File: src/rtl/dma_desc_dispatcher.sv
// Descriptor-to-CSR write sequencer for the L1 DMA, with done-IRQ servicing and chain accounting.
// Optional statistics counters (desc_cnt_o, stall_cnt_o) are built when DMA_DISP_STATS_EN is defined.
module dma_desc_dispatcher #(
  parameter logic [31:0] CSR_BASE    = 32'h0000_0000,
  parameter int          CNT_W       = 4,
  parameter int          CLR_HOLDOFF = 2
) (
  input  logic             clk,
  input  logic             rstn,
  input  logic             desc_valid_i,
  output logic             desc_ready_o,
  input  logic [31:0]      desc_src_i,
  input  logic [31:0]      desc_dst_i,
  input  logic [31:0]      desc_len_i,
  input  logic             desc_last_i,
  output logic             csr_wr_en_o,
  output logic [31:0]      csr_waddr_o,
  output logic [31:0]      csr_wdata_o,
  input  logic             dma_fifo_full_i,
  input  logic             dma_done_i,
  input  logic             dma_error_i,
  input  logic             soft_clear_i,
  output logic             chain_done_o,
  output logic [CNT_W-1:0] outstanding_o,
  output logic             busy_o,
  output logic             error_o
`ifdef DMA_DISP_STATS_EN
  ,
  output logic [15:0]      desc_cnt_o,
  output logic [15:0]      stall_cnt_o
`endif
);

  localparam logic [31:0] OFF_SRC  = 32'h00;
  localparam logic [31:0] OFF_DST  = 32'h04;
  localparam logic [31:0] OFF_LEN  = 32'h08;
  localparam logic [31:0] OFF_CTRL = 32'h0C;
  localparam logic [31:0] OFF_CLR  = 32'h10;
  localparam int          HW       = (CLR_HOLDOFF < 1) ? 1 : $clog2(CLR_HOLDOFF + 1);

  typedef enum logic [2:0] {
    IDLE, WR_SRC, WR_DST, WR_LEN, WR_CTRL, CLR_IRQ, CLR_WAIT, ERR
  } state_e;

  state_e           state_q, state_d;
  logic [31:0]      src_q, src_d, dst_q, dst_d, len_q, len_d;
  logic             last_q, last_d;
  logic [CNT_W-1:0] out_q, out_d;
  logic [HW-1:0]    holdoff_q, holdoff_d;
  logic             error_q, error_d;
  logic             rst_done_q;
  logic             out_sat;
  logic             ready_ok;

  assign out_sat = (out_q == {CNT_W{1'b1}});

  always_ff @(posedge clk or negedge rstn) begin
    if (!rstn) begin
      state_q    <= IDLE;
      src_q      <= '0;
      dst_q      <= '0;
      len_q      <= '0;
      last_q     <= 1'b0;
      out_q      <= '0;
      holdoff_q  <= '0;
      error_q    <= 1'b0;
      rst_done_q <= 1'b0;
    end else begin
      state_q    <= state_d;
      src_q      <= src_d;
      dst_q      <= dst_d;
      len_q      <= len_d;
      last_q     <= last_d;
      out_q      <= out_d;
      holdoff_q  <= holdoff_d;
      error_q    <= error_d;
      rst_done_q <= 1'b1;
    end
  end

  // Write states always complete their own strobe; a sampled error only redirects the next state.
  always_comb begin
    state_d      = state_q;
    src_d        = src_q;
    dst_d        = dst_q;
    len_d        = len_q;
    last_d       = last_q;
    out_d        = out_q;
    holdoff_d    = holdoff_q;
    ready_ok     = 1'b0;
    csr_wr_en_o  = 1'b0;
    csr_waddr_o  = '0;
    csr_wdata_o  = '0;
    chain_done_o = 1'b0;
    case (state_q)
      IDLE: begin
        if (dma_error_i) begin
          state_d = ERR;
        end else if (dma_done_i && (holdoff_q == '0) && (out_q != '0)) begin
          state_d = CLR_IRQ;
        end else begin
          // Gated until the first clock after reset so all outputs read 0 during reset.
          ready_ok = rst_done_q & ~dma_fifo_full_i & ~(out_sat & desc_last_i);
          if (desc_valid_i && ready_ok) begin
            src_d   = desc_src_i;
            dst_d   = desc_dst_i;
            len_d   = desc_len_i;
            last_d  = desc_last_i;
            state_d = WR_SRC;
          end
        end
      end
      WR_SRC: begin
        csr_wr_en_o = 1'b1;
        csr_waddr_o = CSR_BASE + OFF_SRC;
        csr_wdata_o = src_q;
        state_d     = dma_error_i ? ERR : WR_DST;
      end
      WR_DST: begin
        csr_wr_en_o = 1'b1;
        csr_waddr_o = CSR_BASE + OFF_DST;
        csr_wdata_o = dst_q;
        state_d     = dma_error_i ? ERR : WR_LEN;
      end
      WR_LEN: begin
        csr_wr_en_o = 1'b1;
        csr_waddr_o = CSR_BASE + OFF_LEN;
        csr_wdata_o = len_q;
        state_d     = dma_error_i ? ERR : WR_CTRL;
      end
      WR_CTRL: begin
        if (!dma_fifo_full_i) begin
          csr_wr_en_o = 1'b1;
          csr_waddr_o = CSR_BASE + OFF_CTRL;
          csr_wdata_o = {30'b0, last_q, 1'b1};
          if (last_q && !out_sat) out_d = out_q + CNT_W'(1);
          state_d = dma_error_i ? ERR : IDLE;
        end else if (dma_error_i) begin
          state_d = ERR;
        end
      end
      CLR_IRQ: begin
        csr_wr_en_o  = 1'b1;
        csr_waddr_o  = CSR_BASE + OFF_CLR;
        csr_wdata_o  = 32'h1;
        chain_done_o = 1'b1;
        if (out_q != '0) out_d = out_q - CNT_W'(1);
        holdoff_d = HW'(CLR_HOLDOFF);
        state_d   = dma_error_i ? ERR : CLR_WAIT;
      end
      CLR_WAIT: begin
        if (holdoff_q <= HW'(1)) begin
          holdoff_d = '0;
          state_d   = IDLE;
        end else begin
          holdoff_d = holdoff_q - HW'(1);
        end
        if (dma_error_i) begin
          holdoff_d = '0;
          state_d   = ERR;
        end
      end
      ERR: begin
        if (soft_clear_i) begin
          out_d     = '0;
          holdoff_d = '0;
          state_d   = IDLE;
        end
      end
      default: state_d = IDLE;
    endcase
    // ERR is only left through soft_clear_i, so the flag simply tracks the state.
    error_d = (state_d == ERR);
  end

  assign desc_ready_o  = ready_ok;
  assign outstanding_o = out_q;
  assign busy_o        = (state_q != IDLE);
  assign error_o       = error_q;

`ifdef DMA_DISP_STATS_EN
  logic [15:0] desc_cnt_q, stall_cnt_q;
  logic        ctrl_wr, ctrl_stall;

  assign ctrl_wr    = (state_q == WR_CTRL) && !dma_fifo_full_i;
  assign ctrl_stall = (state_q == WR_CTRL) && dma_fifo_full_i;

  always_ff @(posedge clk or negedge rstn) begin
    if (!rstn) begin
      desc_cnt_q  <= '0;
      stall_cnt_q <= '0;
    end else begin
      if (soft_clear_i)  desc_cnt_q <= '0;
      else if (ctrl_wr)  desc_cnt_q <= desc_cnt_q + 16'd1;
      if (ctrl_stall && (stall_cnt_q != 16'hFFFF)) stall_cnt_q <= stall_cnt_q + 16'd1;
    end
  end

  assign desc_cnt_o  = desc_cnt_q;
  assign stall_cnt_o = stall_cnt_q;
`endif

endmodule

File: config.mk
export PLATFORM = sky130hd
export DESIGN_NAME = dma_desc_dispatcher
export DESIGN_NICKNAME = d
export VERILOG_FILES = /design/src/rtl/dma_desc_dispatcher.sv
export SDC_FILE = /design/constraint.sdc
export NUM_CORES = 1
export LEC_CHECK = 0
export CORE_MARGIN = 8
export CORE_UTILIZATION = 45
export CTS_CLUSTER_DIAMETER = 60
export DETAILED_ROUTE_END_ITERATION = 6
export PLACE_DENSITY = 0.89
export SLEW_MARGIN = 30
export SYNTH_ARGS = -nofsm -noshare
export SYNTH_HDL_FRONTEND = slang
export SYNTH_SLANG_ARGS = --single-unit
File: constraint.sdc
create_clock -name clk -period 3.19 [get_ports clk]
set_input_delay 0.638 -clock clk [delete_from_list [all_inputs] [get_ports clk]]
set_output_delay 0.638 -clock clk [all_outputs]
set_load 0.03 [all_outputs]
==> tab_implementation.tex <==
\begin{tabular}{lr}
\hline
Metric & Value \\
\hline
\multicolumn{2}{l}{\textbf{Placed design}} \\
\quad Placer Congestion & 0.822 \\
\quad Half-perimeter wire length of the detailed placement result & approximately 10,000 um \\
\quad I/O Buffers & about 150 \\
\multicolumn{2}{l}{\textbf{Clock tree}} \\
\quad Buffer cell driving the clock tree root & sky130\_fd\_sc\_hd\_\_clkbuf\_16 \\
\quad CTS clock-pin slew for the worst setup and hold paths & 0.06 ns \\
\quad Setup bufs post-CTS & 0 \\
\quad CTS sink cnt & 108 \\
\quad CTS Buf Count & 9 \\
\quad Clock tree buffer depth & 2 \\
\quad Hold buffer count at cts & 0 \\
\quad Clock network latency to the later pin of the worst-skew pair & between 0.3 and 0.4 ns \\
\quad PostCTS Resize Cnt & 0 \\
\quad TritonCTS clock tree & done \\
\quad Number of H-tree branching levels & 3 \\
\multicolumn{2}{l}{\textbf{Power}} \\
\quad Switching power of the nets & around 1.7 mW \\
\quad Total power density per cell area & 643 nW/um\^{}2 \\
\quad Part of the power in the clock network & approximately a fifth \\
\quad Peak supply drop & between 0.0002 and 0.0003 V \\
\quad Leakage power total & 3.53 nW \\
\quad Switching Fraction & 35.7\% \\
\quad Combinational power share & 37.6\% \\
\quad Int Power & 2.99 mW \\
\quad Proportion of power drawn by flip-flops and latches & 41.2\% \\
\multicolumn{2}{l}{\textbf{Global routing}} \\
\quad Maximum number of pins on one net before global-route repair & 66 \\
\quad Number of antenna violations at the first check in global routing & 0 \\
\quad Overall Global Routing Usage & 17.2\% \\
\quad Leftover overflow at the end of global routing & 0 \\
\quad Vias in the first global route & about 4,300 \\
\quad First-pass GRT wire length & approximately 22,000 um \\
\multicolumn{2}{l}{\textbf{Timing}} \\
\quad Worst clock skew & 0.00609 ns \\
\quad RSZ-0062 raised after global routing & false \\
\quad Final Critical Period & approximately 3.0 ns \\
\quad Final Setup Violations & 0 \\
\quad Final period util & $\sim$95\% \\
\quad Slew HR & 45.4\% \\
\quad Transition time at the pin with the least slew margin & between 0.8 and 0.9 ns \\
\quad Hold slack final & 0.367 ns \\
\quad Post-Route Setup TNS & 0 ns \\
\quad Number of hold-slack violations in the final timing report & 0 \\
\quad Fmax achieved & $\sim$330 MHz \\
\quad Final Max Tran Viols & 0 \\
\multicolumn{2}{l}{\textbf{Drt}} \\
\quad Post-DR wirelength/cell & roughly 18 um \\
\quad Count of antenna-violating nets left after detailed routing & 0 \\
\quad Count of unresolved DRC violations after routing & 0 \\
\quad WL final & 13,800 um \\
\quad Via total after detailed routing & 3,913 \\
\quad Number of vias per cell & 5.21 \\
\quad Initial drt markers & 239 \\
\quad First-pass iteration count of the detailed router & 5 \\
\multicolumn{2}{l}{\textbf{Floorplan}} \\
\quad Die ar. & roughly 16,000 um\^{}2 \\
\quad Core Box Area & 12,100 um\^{}2 \\
\quad Die width & $\sim$130 um \\
\quad Effective utilization at floorplan & 46.2\% \\
\quad Die extent in y & 127 um \\
\quad Number of ports placed on the die boundary & 177 \\
\quad Placement Rows & 40 \\
\multicolumn{2}{l}{\textbf{Setup path}} \\
\quad Critical Path Sink & desc\_ready\_o \\
\quad Maximum fanout along the worst path & 7 \\
\quad Kind of end point of the critical path & output pin \\
\quad Critical path start-end classification & flop to output pin \\
\quad Signal arrival time at the worst endpoint & roughly 2.4 ns \\
\quad Required arrival time at the worst endpoint & 2.55 ns \\
\quad Flop2flop setup slack & 0.77 ns \\
\quad Worst flop-to-flop path startpoint & state\_q[1]\$\_DFF\_PN0\_ \\
\quad End of the worst register-to-register path & outstanding\_o[3]\$\_DFFE\_PN0P\_ \\
\quad Setup crit start kind & flop \\
\quad Depth of the most critical reg-to-reg path & 7 \\
\quad Worst Setup SP & outstanding\_o[0]\$\_DFFE\_PN0P\_ \\
\multicolumn{2}{l}{\textbf{Logic synthesis}} \\
\quad Share of flip-flops with an asynchronous set or reset & between 90\% and 100\% \\
\quad Synth top area share & 48.5\% \\
\quad Yosys synthesis warning count & 0 \\
\quad Cells after synthesis & 445 \\
\quad Top cells by area, synth & sky130\_fd\_sc\_hd\_\_dfrtp\_1 49\%, sky130\_fd\_sc\_hd\_\_mux2\_2 20\%, sky130\_fd\_sc\_hd\_\_mux2\_4 8.1\%, sky130\_fd\_sc\_hd\_\_a22oi\_1 4.0\%, sky130\_fd\_sc\_hd\_\_buf\_4 3.9\% \\
\quad Most used DFF post-synth & sky130\_fd\_sc\_hd\_\_dfrtp\_1 \\
\quad Per-instance average area after synthesis & 12.5 um\^{}2 \\
\quad Area leader, netlist & sky130\_fd\_sc\_hd\_\_dfrtp\_1 \\
\quad Post-synth EDFFs & 0 \\
\quad Synth top cells by count & 108 x sky130\_fd\_sc\_hd\_\_dfrtp\_1, 100 x sky130\_fd\_sc\_hd\_\_mux2\_2, 38 x sky130\_fd\_sc\_hd\_\_nor2\_1 \\
\quad Mapped cell area & 5570 um\^{}2 \\
\quad Library cells used by synthesis & 49 \\
\quad Sequential element share of the synthesized area & 48.5\% \\
\quad Most instantiated library cell after synthesis & sky130\_fd\_sc\_hd\_\_dfrtp\_1 \\
\quad Synthesis-stage register bit count & $\sim$110 \\
\multicolumn{2}{l}{\textbf{Status}} \\
\quad Result of the run & completed \\
\multicolumn{2}{l}{\textbf{Final layout}} \\
\quad Post-layout nets & 688 \\
\quad Antenna cells & 0 \\
\quad Post-layout utilization of the core & 60.1\% \\
\quad Synth-to-layout area growth & 30.1\% \\
\quad Layout cell share with drive strength beyond 1 & approximately 33\% \\
\multicolumn{2}{l}{\textbf{Worst hold path}} \\
\quad Min-Delay Path Class & input port to asynchronous set/reset pin \\
\multicolumn{2}{l}{\textbf{Flow run}} \\
\quad Number of maximum-capacitance constraint violations & 0 \\
\hline
\end{tabular}
## state kept, by name (all words and copies together), names as in the netlist
name and count:
dst_q 32, len_q 32, src_q 32, outstanding_o 4, state_q 3, holdoff_q 2
error_o 1, last_q 1, rst_done_q 1
## worst min-delay path by stage
stage | from | end | cells after the start
floorplan | rstn | dst_q[0]$_DFFE_PN0P_ | 0
global placement | len_q[7]$_DFFE_PN0P_ | len_q[7]$_DFFE_PN0P_ | 1
detailed placement | len_q[2]$_DFFE_PN0P_ | len_q[2]$_DFFE_PN0P_ | 1
CTS | rstn | len_q[0]$_DFFE_PN0P_ | 1
global route | rstn | len_q[5]$_DFFE_PN0P_ | 1
finish | rstn | len_q[0]$_DFFE_PN0P_ | 1
## critical path, stage by stage, from the launching register on
cell	delay, ns
sky130_fd_sc_hd__dfrtp_1	0.45
sky130_fd_sc_hd__or4_1	0.59
sky130_fd_sc_hd__a2111o_1	0.46
sky130_fd_sc_hd__a2111oi_2	0.34
sky130_fd_sc_hd__buf_4	0.22
## layer usage
metal / vias to the layer above / wire (um) / global-route usage, %
li1: 1810 / - / -
met1: 1934 / 5770 / 20.3
met2: 151 / 6830 / 29.4
met3: 18 / 936 / 4.53
met4: 0 / 246 / 6.79
met5: - / 0 / 0
## layout make-up
| class | instances | area, um^2 |
|---|---|---|
| fillers | 958 | 4820 |
| inverters | 9 | 33.8 |
| clock buffers | 13 | 250 |
| multi-input cells | 298 | 2540 |
| well taps | 168 | 210 |
| flip-flops and latches | 108 | 2710 |
| repair buffers | 155 | 1500 |
## power by group through the flow
stage               Clock, mW  Sequential [mW]  Combinational [mW]
CTS                      1.02             1.91                1.76
detailed placement          0             1.93                1.76
floorplan                   0             1.83                1.22
global placement            0             1.91                1.71
global route             1.07             1.96                1.89
finish                  0.987             1.92                1.75
## per-stage QoR
stage / total power, mW / std cells / setup slack, ns / area [um^2]
3_3_place_gp: 3.62 / 738 / 0.247 / 6990
3_5_place_dp: 3.69 / 738 / 0.164 / 6990
2_1_floorplan: 3.05 / 473 / 0.230 / 5680
4_1_cts: 4.69 / 751 / 0.118 / 7240
5_1_grt: 4.92 / 751 / 0.0274 / 7240
6_report: 4.65 / 751 / 0.149 / 7240
## cell families (layout without fill, tap and decap cells)
group                      Yosys count  in the layout  synth area share [%]
AOI/OAI and AO/OA                   68             68                  8.61
xor gates and xnor gates             1              1                 0.157
adders and majority gates            3              3                 0.809
buffers and inverters               67            177                  7.82
DFF                                108            108                  48.5
muxes                              130            130                  28.3
other                                2             30                 0.135
and+or+nand+nor                     66             66                  5.62
## layout by cell type (no fill, tap or decap), types with 2 or more instances in the layout
master	n
sky130_fd_sc_hd__a21oi_1	9
sky130_fd_sc_hd__a22oi_1	30
sky130_fd_sc_hd__and3_1	2
sky130_fd_sc_hd__buf_12	4
sky130_fd_sc_hd__buf_4	37
sky130_fd_sc_hd__clkbuf_1	3
sky130_fd_sc_hd__clkbuf_16	9
sky130_fd_sc_hd__clkdlybuf4s50_1	114
sky130_fd_sc_hd__conb_1	30
sky130_fd_sc_hd__dfrtp_1	105
sky130_fd_sc_hd__dfrtp_2	3
sky130_fd_sc_hd__ha_1	2
sky130_fd_sc_hd__inv_1	9
sky130_fd_sc_hd__mux2_2	100
sky130_fd_sc_hd__mux2_4	30
sky130_fd_sc_hd__nand2_1	7
sky130_fd_sc_hd__nand2b_1	2
sky130_fd_sc_hd__nand3_1	2
sky130_fd_sc_hd__nand3b_1	2
sky130_fd_sc_hd__nor2_1	37
sky130_fd_sc_hd__o21ai_0	11
sky130_fd_sc_hd__o221ai_1	2
sky130_fd_sc_hd__o41ai_1	2
sky130_fd_sc_hd__or2_2	2
sky130_fd_sc_hd__or3_1	2
sky130_fd_sc_hd__or4_1	2
No activity file was read; power rests on OpenSTA's default activity.
